===== config.mk =====
export PLATFORM = sky130hd
export DESIGN_NAME = ball_axis_ctrl
export DESIGN_NICKNAME = d
export VERILOG_FILES = /design/src/rtl/ball_axis_ctrl.sv
export SDC_FILE = /design/constraint.sdc
export NUM_CORES = 1
export LEC_CHECK = 0
export ABC_AREA = 0
export BUFFER_PORTS_ARGS = -buffer_cell sky130_fd_sc_hd__buf_2
export CORE_ASPECT_RATIO = 1.2
export CORE_MARGIN = 3
export CORE_UTILIZATION = 40
export CTS_CLUSTER_DIAMETER = 200
export CTS_CLUSTER_SIZE = 8
export DETAILED_ROUTE_END_ITERATION = 6
export HOLD_SLACK_MARGIN = 0.15
export PLACE_DENSITY_LB_ADDON = 0.1
export SKIP_LAST_GASP = 1
export SLEW_MARGIN = 20
export SYNTH_ARGS = -nofsm -noshare
export SYNTH_HDL_FRONTEND = slang
export SYNTH_SLANG_ARGS = --single-unit

===== constraint.sdc =====
create_clock -name pclk -period 5.5 [get_ports pclk]
set_input_delay 0.825 -clock pclk [delete_from_list [all_inputs] [get_ports pclk]]
set_output_delay 0.825 -clock pclk [all_outputs]
set_load 0.005 [all_outputs]

===== src/rtl/ball_axis_ctrl.sv =====
// ball_axis_ctrl: single-axis ball motion controller for the Arkanoid core.
// One instance drives X and another drives Y. On every motion tick the
// ball advances by a variable step. It reflects off the walls without
// overshooting them, and it bounces on latched collisions. After each
// bounce, a lockout window stops the ball re-bouncing on the same object.
// Optional feature: define BALL_AXIS_SPEEDUP_EN to add a per-bounce speed
// offset. The offset grows by one per bounce, saturates, and is cleared by
// serve and by reset.
module ball_axis_ctrl #(
    parameter int POS_W         = 12,
    parameter int POS_MIN       = 10,
    parameter int POS_MAX       = 1013,
    parameter int POS_INIT      = 400,
    parameter bit DIR_INIT      = 1'b1,
    parameter int TICK_DIV      = 800000,
    parameter int CNT_W         = 20,
    parameter int SPD_W         = 3,
    parameter int COL_W         = 16,
    parameter int LOCKOUT_TICKS = 4
) (
    input  logic             pclk,
    input  logic             reset,
    input  logic             serve,
    input  logic             launch,
    input  logic             pause,
    input  logic [SPD_W-1:0] speed,
    input  logic [COL_W-1:0] collision_det,
    output logic [POS_W-1:0] pos,
    output logic             dir,
    output logic             moving,
    output logic             bounce,
    output logic             wall_hit
);

    // One guard bit, so that pos+step and the reflection terms never wrap
    localparam int EXT_W  = POS_W + 1;
    localparam int LOCK_W = $clog2(LOCKOUT_TICKS + 1);

    typedef enum logic [1:0] {
        ST_IDLE = 2'd0,
        ST_RUN  = 2'd1,
        ST_HOLD = 2'd2
    } state_t;

    state_t             state_reg, state_next;
    logic [CNT_W-1:0]   cnt_reg, cnt_next;
    logic [LOCK_W-1:0]  lock_reg, lock_next;
    logic               latch_reg, latch_next;
    logic [POS_W-1:0]   pos_reg, pos_next;
    logic               dir_reg, dir_next;
    logic               bounce_reg, bounce_next;
    logic               wall_reg, wall_next;

    logic               running;
    logic               tick;
    logic               col_now;
    logic               col_hit;
    logic [SPD_W-1:0]   base_step;
    logic [SPD_W-1:0]   step;
    logic [EXT_W-1:0]   pos_ext;
    logic [EXT_W-1:0]   step_ext;
    logic [EXT_W-1:0]   up_sum;
    logic [EXT_W-1:0]   dn_pos;
    logic [EXT_W-1:0]   dn_lim;
    logic [EXT_W-1:0]   wall_up_pos;
    logic [EXT_W-1:0]   wall_dn_pos;

    // The counter only advances in RUN when pause is low, so a pause
    // freezes the tick phase exactly where it was
    assign running = (state_reg == ST_RUN) && !pause;
    assign tick    = running && (cnt_reg == CNT_W'(TICK_DIV - 1));
    assign col_now = (state_reg == ST_RUN) && (|collision_det);
    // A collision seen in the tick cycle itself still counts for that tick
    assign col_hit = latch_reg || col_now;

    // A speed of zero would stall the ball, so it is promoted to one
    assign base_step = (speed == '0) ? SPD_W'(1) : speed;

`ifdef BALL_AXIS_SPEEDUP_EN
    logic [SPD_W-1:0] off_reg, off_next;
    logic [SPD_W:0]   step_sum;
    assign step_sum = {1'b0, base_step} + {1'b0, off_reg};
    assign step     = step_sum[SPD_W] ? {SPD_W{1'b1}} : step_sum[SPD_W-1:0];
`else
    assign step = base_step;
`endif

    assign pos_ext     = {1'b0, pos_reg};
    assign step_ext    = EXT_W'(step);
    assign up_sum      = pos_ext + step_ext;
    assign dn_pos      = pos_ext - step_ext;
    assign dn_lim      = EXT_W'(POS_MIN) + step_ext;
    assign wall_up_pos = EXT_W'(2 * POS_MAX) - pos_ext - step_ext;
    assign wall_dn_pos = EXT_W'(2 * POS_MIN) - pos_ext + step_ext;

    // State register
    always_ff @(posedge pclk or negedge reset) begin
        if (!reset) state_reg <= ST_IDLE;
        else        state_reg <= state_next;
    end

    // Next-state logic: serve first, then pause (which beats launch)
    always_comb begin
        state_next = state_reg;
        if (serve) begin
            state_next = ST_IDLE;
        end else begin
            case (state_reg)
                ST_IDLE: if (launch && !pause) state_next = ST_RUN;
                ST_RUN:  if (pause)            state_next = ST_HOLD;
                ST_HOLD: if (!pause)           state_next = ST_RUN;
                default:                       state_next = ST_IDLE;
            endcase
        end
    end

    // Motion datapath: tick counter, collision latch, lockout and position update
    always_comb begin
        pos_next    = pos_reg;
        dir_next    = dir_reg;
        cnt_next    = cnt_reg;
        lock_next   = lock_reg;
        latch_next  = latch_reg;
        bounce_next = 1'b0;
        wall_next   = 1'b0;
`ifdef BALL_AXIS_SPEEDUP_EN
        off_next    = off_reg;
`endif
        if (serve) begin
            pos_next   = POS_W'(POS_INIT);
            dir_next   = DIR_INIT;
            cnt_next   = '0;
            lock_next  = '0;
            latch_next = 1'b0;
`ifdef BALL_AXIS_SPEEDUP_EN
            off_next   = '0;
`endif
        end else if (tick) begin
            cnt_next   = '0;
            latch_next = 1'b0;
            if (dir_reg && (up_sum >= EXT_W'(POS_MAX))) begin
                pos_next  = wall_up_pos[POS_W-1:0];
                dir_next  = 1'b0;
                wall_next = 1'b1;
            end else if (!dir_reg && (pos_ext <= dn_lim)) begin
                pos_next  = wall_dn_pos[POS_W-1:0];
                dir_next  = 1'b1;
                wall_next = 1'b1;
            end else if (col_hit && (lock_reg == '0)) begin
                // Flip the direction and move away. A bounce right next
                // to the opposite wall stops at that wall and does not
                // pass through it.
                dir_next = !dir_reg;
                if (dir_reg) begin
                    pos_next = (pos_ext < dn_lim) ? POS_W'(POS_MIN) : dn_pos[POS_W-1:0];
                end else begin
                    pos_next = (up_sum > EXT_W'(POS_MAX)) ? POS_W'(POS_MAX) : up_sum[POS_W-1:0];
                end
                bounce_next = 1'b1;
                lock_next   = LOCK_W'(LOCKOUT_TICKS);
`ifdef BALL_AXIS_SPEEDUP_EN
                off_next    = (off_reg == {SPD_W{1'b1}}) ? off_reg : off_reg + 1'b1;
`endif
            end else begin
                pos_next = dir_reg ? up_sum[POS_W-1:0] : dn_pos[POS_W-1:0];
            end
            if (!bounce_next && (lock_reg != '0)) lock_next = lock_reg - 1'b1;
        end else begin
            if (running) cnt_next   = cnt_reg + 1'b1;
            if (col_now) latch_next = 1'b1;
        end
    end

    // Datapath registers; reset drops any pending count, latch or lockout
    always_ff @(posedge pclk or negedge reset) begin
        if (!reset) begin
            pos_reg    <= POS_W'(POS_INIT);
            dir_reg    <= DIR_INIT;
            cnt_reg    <= '0;
            lock_reg   <= '0;
            latch_reg  <= 1'b0;
            bounce_reg <= 1'b0;
            wall_reg   <= 1'b0;
`ifdef BALL_AXIS_SPEEDUP_EN
            off_reg    <= '0;
`endif
        end else begin
            pos_reg    <= pos_next;
            dir_reg    <= dir_next;
            cnt_reg    <= cnt_next;
            lock_reg   <= lock_next;
            latch_reg  <= latch_next;
            bounce_reg <= bounce_next;
            wall_reg   <= wall_next;
`ifdef BALL_AXIS_SPEEDUP_EN
            off_reg    <= off_next;
`endif
        end
    end

    assign pos      = pos_reg;
    assign dir      = dir_reg;
    assign moving   = (state_reg == ST_RUN);
    assign bounce   = bounce_reg;
    assign wall_hit = wall_reg;

endmodule


==> After elaboration in Yosys (flattened, before gate mapping) <==
Index checks and enable logic that the tools add are counted.
{ "word_totals": {"word_cells": 97, "output_inout_bits": 16, "reg_bits": 41, "inputBits": 24} }
{ "classes": {"reduce_logical": 25, "eq_ne": 8, "order_cmp": 4, "mux": 43, "n_addsub": 9} }
{ "op_table": {"columns": ["cell", "n"], "rows": [
  ["$mux 12", 9],
  ["$mux 20", 3],
  ["$sub 12x3->12", 2],
  ["$mux 3", 7],
  ["$add 20x1->20 const B", 1],
  ["$eq 20x20->1 const B", 1],
  ["$mux 1", 19],
  ["$reduce_or 16->1", 1],
  ["$add 12x3->13", 1],
  ["$ge 13x10->1 const B", 1],
  ["$gt 13x10->1 const B", 1],
  ["$add 12x3->12", 1],
  ["$le 12x5->1", 1],
  ["$lt 12x5->1", 1],
  ["$reduce_bool 3->1", 4],
  ["$sub 11x12->12 const A", 1],
  ["$sub 5x12->12 const A", 1],
  ["$ne 3x3->1 const B", 3],
  ["$logic_and 1x1->1", 8],
  ["$mux 2", 4],
  ["$logic_not 3->1", 2],
  ["$ne 3x2->1 const B", 2],
  ["$pmux 2 s3", 1],
  ["$add 4x3->5 const A", 1],
  ["other kinds (11)", 13]
]} }

==> Longest topological paths before layout <==
Gate-level depths: netlist of run 1.
{ "depth": {"word_depth": 14, "depth_mapped": 14, "ltp_nobuf": 14} }

==> Worst setup path after synthesis of run 1 <==
No wires, ideal clock.
{ "synth_path": {"path_type": "input to register", "startpoint": "input port speed[0]", "endpoint": "register pos_reg[5] (netlist: pos[5])", "arrival_time_ns": 3.371, "cell_stages": 10, "setup_slack_ns": 2.010, "setup_ns": 0.120, "path_cell_list": "o21bai_1 -> ha_1 -> fa_1 -> nor2b_2 -> o211ai_1 -> xor2_1 -> or4_4 -> a21oi_4 -> o211ai_1 -> a31o_1"} }
{ "synth_via": {"elab_chain_len": 11, "word_cells_on_any_way": 22, "cone_classes": "add/sub (5); order compare (4); mux (10); reduce/logical (3)"} }
{ "synth_rtl": {"columns": ["element", "line", "source"], "rows": [
  ["start, declared", "26", "input logic [SPD_W-1:0] speed,"],
  ["$logic_not 3->1", "77", "assign base_step = (speed == '0) ? SPD_W'(1) : speed;"],
  ["$mux 3 *", "77", null],
  ["$add 12x3->13 / $add 4x3->5 (equally long branches)", "90, 92", null],
  ["$gt 13x10->1 / $lt 12x5->1 (equally long branches)", "157, 155", null],
  ["$mux 12 (on tied branches)", "157, 155", null],
  ["$mux 12", "154", "if (dir_reg) begin"],
  ["$mux 12", "149", "end else if (col_hit && (lock_reg == '0)) begin"],
  ["$mux 12", "145", "end else if (!dir_reg && (pos_ext <= dn_lim)) begin"],
  ["$mux 12 *", "141", "if (dir_reg && (up_sum >= EXT_W'(POS_MAX))) begin"],
  ["$mux 12 *", "138", "end else if (tick) begin"],
  ["$mux 12 *", "129", "if (serve) begin"],
  ["end signal, assigned", "177", "pos_reg <= POS_W'(POS_INIT);"],
  ["end signal, assigned", "188", "pos_reg <= pos_next;"],
  ["end, declared", "49", "logic [POS_W-1:0] pos_reg, pos_next;"]
]} }
Mark *: on every way between the ends. The rest lies on a longest branch, timed or not. The select of a mux whose other input is x is not followed.
A chain may end at the register's enable or synchronous reset.

==> Worst setup path after layout of run 1 <==
{ "layout_path": {"startpoint": "input port speed[1]", "endpoint": "register pos_reg[1] (netlist: pos[1])"} }
Same word-level chain as after synthesis.

==> run metrics, run 1 <==
outcome=completed; CTS sink cnt=41; area leader, netlist=dfrtp_1; gr ovfl total=0; GRT Overall Usage=0.228; Critical Path End Type=flop; final setup violation count=0; Root Buffer=clkbuf_16; Worst-Skew Late Latency=290 ps; CP Data Arrival Time=3970 ps; CP peak stage delay=610 ps; CP Launch Type=primary input; initial core utilization=0.414; GPL Wtd Cong=0.989; vias per cell=6.21; die extent in x=99.6 µm; Crit Path Class=primary input to flop; GR Util met2=0.377; dpl cells=658; ys async rst share=1.00; Largest register FFs=20; share of the synthesized area in the top cell type=0.220; Longest Clk Path Bufs=2; Most used DFF post-synth=dfrtp_1; Setup Total Neg Slack=0 ps; DP Wirelength=9760 µm; Yosys Warn Count=0; htree depth=2; DR iter-0 viols=287; Synth Register Bits=41; Fmax=0.265 GHz; final std cells w/o fill=666; Synth Cell Area=4210 µm²; CP Cell Sequence=buf_2 > o21bai_1 > ha_1 > fa_1 > nor2b_2 > o211ai_1 > xor2_1 > or4_4 > a21oi_4 > a311oi_1 > o31ai_1; leakage power=0.00190 µW; Rel. slew slack=0.231; share of cells above drive strength 1=0.148; peak supply drop=0.155 mV; pwr dens=152 nW/µm²; global-route wire length before repair=21500 µm; Tcrit/Tclk final=0.686; Slowest-stage cell, CP=or4_4; synth unique cells=82; skew final=5.30 ps; WL final=13300 µm; routed vias=4135; count leader, synth=nor2_1; pin count of the biggest net entering global routing=42; Post-CTS Setup Inserts=0; drt drc=0; drt wl/cell=20.0 µm; Synth area leaders=dfrtp_1, ha_1, xnor2_1; top post-synthesis cells by count=nor2_1, dfrtp_1, nand2_1, a21oi_1, ha_1; vias in the first global route=3937; Critical Path RT=5690 ps; TritonCTS clock tree=yes; unrepaired setup endpoints after global routing=no; busiest grt layer=met2; worst-path fanout max=8; number of flops mapped to enable cells by yosys=0; post-synth net total=574; Die Span Y=118 µm; measured slew at the worst slew-check pin=1150 ps; final slew viol count=0; maxcap violations=0; min Tclk post-route=3770 ps; Port Buf Inserts=39; clock buffer count from CTS=5; Worst-path clk slew=70 ps; Hold Fails Final Rpt=0; diodes inserted=0; initial antenna violation count=0; # IOs=40; mean post-synth cell area=8.14 µm²; Syn-to-layout area delta=9.67%; post-route ant nets=0; met1 Usage GRT=0.299; sequential share of the synthesized area=0.245; Syn Inst Count=517; die area=11800 µm²; hold_buf cts=0; grt met3 use=0.0254; DRT Pass-1 Iters=5; CP bufs+invs=1; Hold/Removal Path Class=flop to flop; family with the most delay on the worst path=compound AO/OA/AOI/OAI gates; nets@finish=596; Row Count=40; post-CTS resize count=0; core area=10200 µm²
==> worst min-delay path, cell delays in order, from the launching register on <==
cell	delay (ps)
dfrtp_1	340
a21oi_1	40
nor2_1	90
==> power breakdown <==
part | internal, µW | switching (µW) | total [µW]
logic | 35.0 | 63.7 | 98.7
clock network | 167 | 131 | 298
registers | 304 | 3.41 | 307
==> placed cells by master, fill, tap and decap left out, types with 11 or more instances in the layout <==
cell	Yosys	routed
o21ai_0	20	20
buf_2	5	39
xor2_1	18	18
xnor2_1	24	24
a21oi_1	28	28
nor3_1	22	22
nand2_1	34	34
ha_1	28	28
nor2_1	54	54
nand4_1	11	11
inv_1	27	27
nand3_1	17	17
dfrtp_1	37	37
==> kinds of logic (layout without fill, tap and decap cells) <==
kind of cell	Yosys count	count (layout)	synth area share
and+or+nand+nor	190	190	0.234
AOI/OAI and AO/OA	147	147	0.257
xor gates and xnor gates	42	42	0.0874
DFF	41	41	0.245
buffers and inverters	59	82	0.0568
adders and majority gates	33	33	0.107
muxes	5	5	0.0125
==> path summary, 6_finish.rpt <==
kind,slack [ps],cells past startpoint,to,startpoint
setup / recovery,1730,11,pos[1],speed[1]
hold / removal,500,2,latch_reg,latch_reg
setup reg to reg,2150,9,pos[1],pos[0]
hold reg to reg,500,2,latch_reg,latch_reg
max in group asynchronous,4150,1,cnt_reg[18],reset
min in group asynchronous,700,1,pos[11],reset
==> per-stage QoR <==
| step | setup WS, ps | total power, µW | instance area, µm² | hold WS, ps | util |
|---|---|---|---|---|---|
| 4_1_cts | 1740 | 710 | 4610 | 507 | 0.454 |
| 3_3_place_gp | 1540 | 410 | 4470 | 481 | 0.440 |
| 3_5_place_dp | 1450 | 411 | 4470 | 491 | 0.440 |
| 2_1_floorplan | 2010 | 371 | 4210 | 469 | - |
| 5_1_grt | 1520 | 733 | 4610 | 541 | 0.454 |
| 6_report | 1730 | 703 | 4610 | 504 | 0.454 |
==> final cells by class <==
class / count / area (µm²)
repair buffers: 44 / 233
multi-input cells: 417 / 2940
clock buffers: 5 / 125
fillers: 1052 / 5550
clock inverters: 3 / 17.5
inverters: 30 / 113
well taps: 126 / 158
flip-flops and latches: 41 / 1030
==> routing by layer <==
| metal | part of all wire | routed length [µm] |
|---|---|---|
| met5 | 0 | 0 |
| met3 | 0.061 | 817 |
| met4 | 0.035 | 467 |
| met1 | 0.42 | 5560 |
| met2 | 0.49 | 6460 |
Note: power is estimated with default switching activity, not from simulation.
==> run 2, diff against run 1 <==
Clock period 5.5 ns to 3.8 ns, I/O delays scaled along.
==> run 2 against run 1 <==
Net effect: clock skew is 3.0 ps higher; global-route usage hardly changed; clock power is 69% higher; clock-buffer cell count is 2 higher; non-clock buffer count is 13 higher; worst hold slack worse by 280 ps; critical path type unchanged.
==> run metrics, run 2 (synthesis gave the netlist of run 1 again) <==
worst-path fanout max=6 (-2); TritonCTS clock tree=yes; skew final=8.29 ps (+2.99 ps); CP Data Arrival Time=3540 ps (-430 ps); Placed Instance Area=4560 µm² (+2.0%); FF-to-FF path depth=13 (+4); Row Count=40 (unchanged); WL final=13200 µm (-0.49%); final std cell area, no fill=4750 µm² (+3.0%); initial core utilization=0.414 (unchanged); routed vias=4186 (+1.2%); most frequent cells in the layout=nor2_1, buf_2, dfrtp_1, nand2_1; sw frac=0.251 (-0.0306); Hold Slack=225 ps (-280 ps); CP Launch Type=primary input; Rel. slew slack=0.450 (+0.220); sw power=276 µW (+39%); Fmax=0.299 GHz; Tcrit/Tclk final=0.880; Longest Clk Path Bufs=2 (unchanged); maxcap violations=0 (unchanged); Port Buf Inserts=39 (unchanged); most common cell after layout, fill and taps aside=nor2_1; CTS sink cnt=41 (unchanged); peak supply drop=0.248 mV (+60%); DR iter-0 viols=352 (+23%); clock power share=0.460 (+0.037); Critical Path End Type=flop; final slew viol count=0 (unchanged); DRT Pass-1 Iters=5 (unchanged); Crit Path Class=primary input to flop; part of the power in registers=0.404 (-0.033); Worst-path clk slew=60 ps (about the same); core area=10200 µm² (unchanged); DP Wirelength=9890 µm (+1.3%); Worst-Skew Late Latency=290 ps (about the same); diodes inserted=0 (unchanged); initial antenna violation count=0 (unchanged); pin count of the biggest net entering global routing=42 (unchanged); Int Pwr=823 µW (+63%); Hold Fails Final Rpt=0 (unchanged); worst r2r dst=pos[9]; gr ovfl total=0 (unchanged); r2r setup slk=560 ps (-1590 ps); Syn-to-layout area delta=13.0%; leakage power=0.00198 µW (+4.4%); post-CTS resize count=0 (unchanged); Final Power=1100 µW (+56%); min Tclk post-route=3340 ps; global-route wire length before repair=21400 µm (-0.19%); post-route ant nets=0 (unchanged); worst r2r src=pos[1]; vias in the first global route=4163 (+5.7%); vias per cell=6.16 (-0.70%); Root Buffer=clkbuf_16; drt drc=0 (unchanged); share of cells above drive strength 1=0.166 (+0.0182); die extent in x=99.6 µm (unchanged); GRT Overall Usage=0.227 (-0.000500); clock buffer count from CTS=5 (unchanged); nets@finish=609 (+2.2%); final setup violation count=0 (unchanged); Gate power share=0.136 (-0.004); # IOs=40 (unchanged); GPL Wtd Cong=0.884 (-11%); Critical Path RT=3990 ps (-1700 ps); hold_buf cts=0 (unchanged); Largest register FFs=20 (unchanged); unrepaired setup endpoints after global routing=no; htree depth=2 (unchanged); Post-CTS Setup Inserts=0 (unchanged); pwr dens=231 nW/µm² (+52%); drt wl/cell=19.5 µm (-2.4%); Die Span Y=118 µm (unchanged); outcome=completed; Setup Total Neg Slack=0 ps (unchanged); die area=11800 µm² (unchanged); Hold/Removal Path Class=primary input to async pin; measured slew at the worst slew-check pin=820 ps (-329 ps)
## run 2: worst max path at each step
stage,from,endpoint,slack (ps)
after global routing,speed[2],pos[9],120
after CTS,speed[0],pos[1],480
after global placement,speed[0],pos[1],240
after floorplan,speed[0],pos[5],560
after detailed placement,speed[0],pos[1],200
final,speed[0],pos[1],460
## run 2: layout make-up
class	count	area, µm²
Inverter	30	113
Clock buffer	7	143
Tap cell	126	158
Multi-Input combinational cell	417	2940
Timing Repair Buffer	57	343
Sequential cell	41	1030
Fill cell	1026	5410
Clock inverter	1	30.0
## run 2: per-layer routing
metal | routed length [µm] | global-route usage | up-vias
met4 | 583 | 0.104 | 0
met5 | 0 | 0 | -
met3 | 743 | 0.0236 | 33
met2 | 6490 | 0.386 | 171
li1 | - | - | 1979
met1 | 5420 | 0.287 | 2003
## run 2: power groups by stage
| stage | combinational [µW] | sequential, µW | clock (µW) |
|---|---|---|---|
| 6_report | 149 | 445 | 505 |
| 3_3_place_gp | 144 | 452 | 0 |
| 2_1_floorplan | 86.8 | 451 | 0 |
| 4_1_cts | 146 | 444 | 517 |
| 3_5_place_dp | 146 | 452 | 0 |
| 5_1_grt | 166 | 445 | 537 |
## run 2: worst max-delay path, stage by stage
cell	delay, ps
buf_2	90
o21bai_1	190
ha_1	270
fa_1	400
nor2b_2	210
o211ai_1	290
xor2_1	210
or4_4	590
a21oi_4	290
a311oi_1	150
o31ai_1	260
## run 2: metrics by stage
step	setup WS (ps)	std cells	util
2_1_floorplan	565	517	-
3_5_place_dp	204	670	0.449
6_report	456	679	0.468
3_3_place_gp	241	670	0.449
4_1_cts	479	678	0.466
5_1_grt	122	679	0.468
==> run 3, diff against run 2 <==
Settings changed: BUFFER_PORTS_ARGS -buffer_cell sky130_fd_sc_hd__buf_2 to -buffer_cell sky130_fd_sc_hd__buf_4, CORE_UTILIZATION 40 to 45.
==> run 3 against run 2 <==
Net effect: cell count is 0.59% lower; sequential power hardly changed; first-iteration DRC count is 24% lower; clock power is 25% lower; via count is 0.72% lower; clock-buffer cell count is 2 lower; final area is 0.74% higher; worst hold slack better by 19 ps; sequential share of layout area is 0.16 points lower; highest routed layer unchanged.
==> run metrics, run 3 (synthesis gave the netlist of run 1 again) <==
CP Data Arrival Time=3630 ps (+90 ps); Die Span Y=112 µm (-5.4%); routed vias=4156 (-0.72%); Syn-to-layout area delta=13.8%; Critical Path End Type=flop; most frequent cells in the layout=buf_4, nor2_1, dfrtp_1, nand2_1; Longest Clk Path Bufs=2 (unchanged); CTS sink cnt=41 (unchanged); CP Launch Type=primary input; share of cells above drive strength 1=0.171 (+0.00481); post-route ant nets=0 (unchanged); Row Count=38 (-5.0%); post-CTS resize count=0 (unchanged); initial antenna violation count=0 (unchanged); worst r2r src=pos[1]; # IOs=40 (unchanged); skew final=11.5 ps (+3.22 ps); Largest register FFs=20 (unchanged); outcome=completed; hold_buf cts=0 (unchanged); FF+latch area=1030 µm² (unchanged); Port Buf Inserts=39 (unchanged); nets@finish=611 (+0.33%); DP Wirelength=10100 µm (+1.8%); DR iter-0 viols=268 (-24%); WL final=13300 µm (+0.29%); initial core utilization=0.463 (+0.0492); Crit Path Class=primary input to flop; GPL Wtd Cong=0.926 (+4.9%); GRT Overall Usage=0.262 (+0.0347); final slew viol count=0 (unchanged); Hold/Removal Path Class=primary input to async pin; Rel. slew slack=0.475 (+0.0253); pwr dens=204 nW/µm² (-12%); maxcap violations=0 (unchanged); worst-path fanout max=8 (+2); clock buffer count from CTS=5 (unchanged); leakage power=0.00198 µW (about the same); gr ovfl total=0 (unchanged); Hold Fails Final Rpt=0 (unchanged); pin count of the biggest net entering global routing=42 (unchanged); Hold Slack=244 ps (+18.9 ps); min Tclk post-route=3370 ps (+25.4 ps); final setup violation count=0 (unchanged); Post-CTS Setup Inserts=0 (unchanged); die extent in x=94.3 µm (-5.4%); drt wl/cell=19.7 µm (+0.88%); multi-input logic area=2940 µm² (unchanged); most common cell after layout, fill and taps aside=buf_4; die area=10500 µm² (-11%); Root Buffer=clkbuf_8; Worst-Skew Late Latency=310 ps (+20 ps); Tcrit/Tclk final=0.887 (+0.00668); vias per cell=6.16 (-0.13%); unrepaired setup endpoints after global routing=no; measured slew at the worst slew-check pin=782 ps (-37.7 ps); fillers=903 (-12%); core area=9080 µm² (-11%); diodes inserted=0 (unchanged); Fmax=0.297 GHz (-0.75%); DRT Pass-1 Iters=5 (unchanged); vias in the first global route=4159 (-0.096%); TritonCTS clock tree=yes; Critical Path Source=speed[1]; htree depth=2 (unchanged); Worst-path clk slew=100 ps (+40 ps); peak supply drop=0.151 mV (-39%); Critical Path RT=4060 ps (+70 ps); Setup Total Neg Slack=0 ps (unchanged); global-route wire length before repair=21700 µm (+1.2%); drt drc=0 (unchanged)
-- run 3: cell count changes in the layout (fill, tap and decap cells not counted) --
| cell | before | now |
|---|---|---|
| buf_4 | 17 | 59 |
| buf_2 | 39 | 0 |
| clkbuf_16 | 5 | 0 |
| clkbuf_8 | 1 | 5 |
| buf_12 | 1 | 0 |
| clkbuf_1 | 1 | 0 |
| clkinv_4 | 0 | 1 |
| clkinvlp_4 | 0 | 1 |
-- run 3: layer usage --
layer  global-route usage  part of all wire  vias to the layer above
li1                     -                 -                     1975
met1                0.332              0.41                     1994
met2                0.430              0.48                      145
met3               0.0399             0.054                       42
met4                0.128             0.050                        0
met5                    0                 0                        -
-- run 3: through the flow --
| step | setup WS (ps) | util | cell area [µm²] | cells | total power, µW |
|---|---|---|---|---|---|
| final | 430 | 0.527 | 4790 | 675 | 975 |
| after global routing | 181 | 0.527 | 4790 | 675 | 1010 |
| after CTS | 423 | 0.527 | 4790 | 675 | 979 |
| after detailed placement | 103 | 0.515 | 4670 | 667 | 605 |
| after global placement | 281 | 0.515 | 4670 | 667 | 604 |
| after floorplan | 565 | - | 4210 | 517 | 538 |
-- run 3: worst paths after layout --
kind | to | slack (ps) | cells past startpoint
min in group pclk | state_reg[0] | 450 | 2
max | pos[9] | 430 | 11
max in group asynchronous | pos[3] | 3150 | 1
min | pos[9] | 240 | 1
max reg2reg | pos[9] | 500 | 10
min reg2reg | latch_reg | 540 | 2
-- run 3: final cells by class --
type                            instances  share of cell area
Sequential cell                        41               0.215
Multi-Input combinational cell        417               0.613
Inverter                               30              0.0235
Timing Repair Buffer                   59              0.0925
Clock inverter                          3             0.00967
Clock buffer                            5              0.0144
Tap cell                              120              0.0314
-- run 3: worst max-delay path: stages --
cell,delay (ps)
buf_4,150
o21bai_1,270
ha_1,320
fa_1,510
nor2b_1,190
o221ai_1,140
a21oi_1,340
o32a_1,470
nor2_1,130
a211oi_1,330
a31o_1,200
-- run 3: report_power, final --
group | total, µW | leakage, µW | internal (µW) | switching, µW
registers | 444 | 0.000557 | 439 | 4.63
clock network | 377 | 0.0000543 | 197 | 180
logic | 154 | 0.00137 | 60.9 | 93.2
total | 975 | 0.00198 | 697 | 278
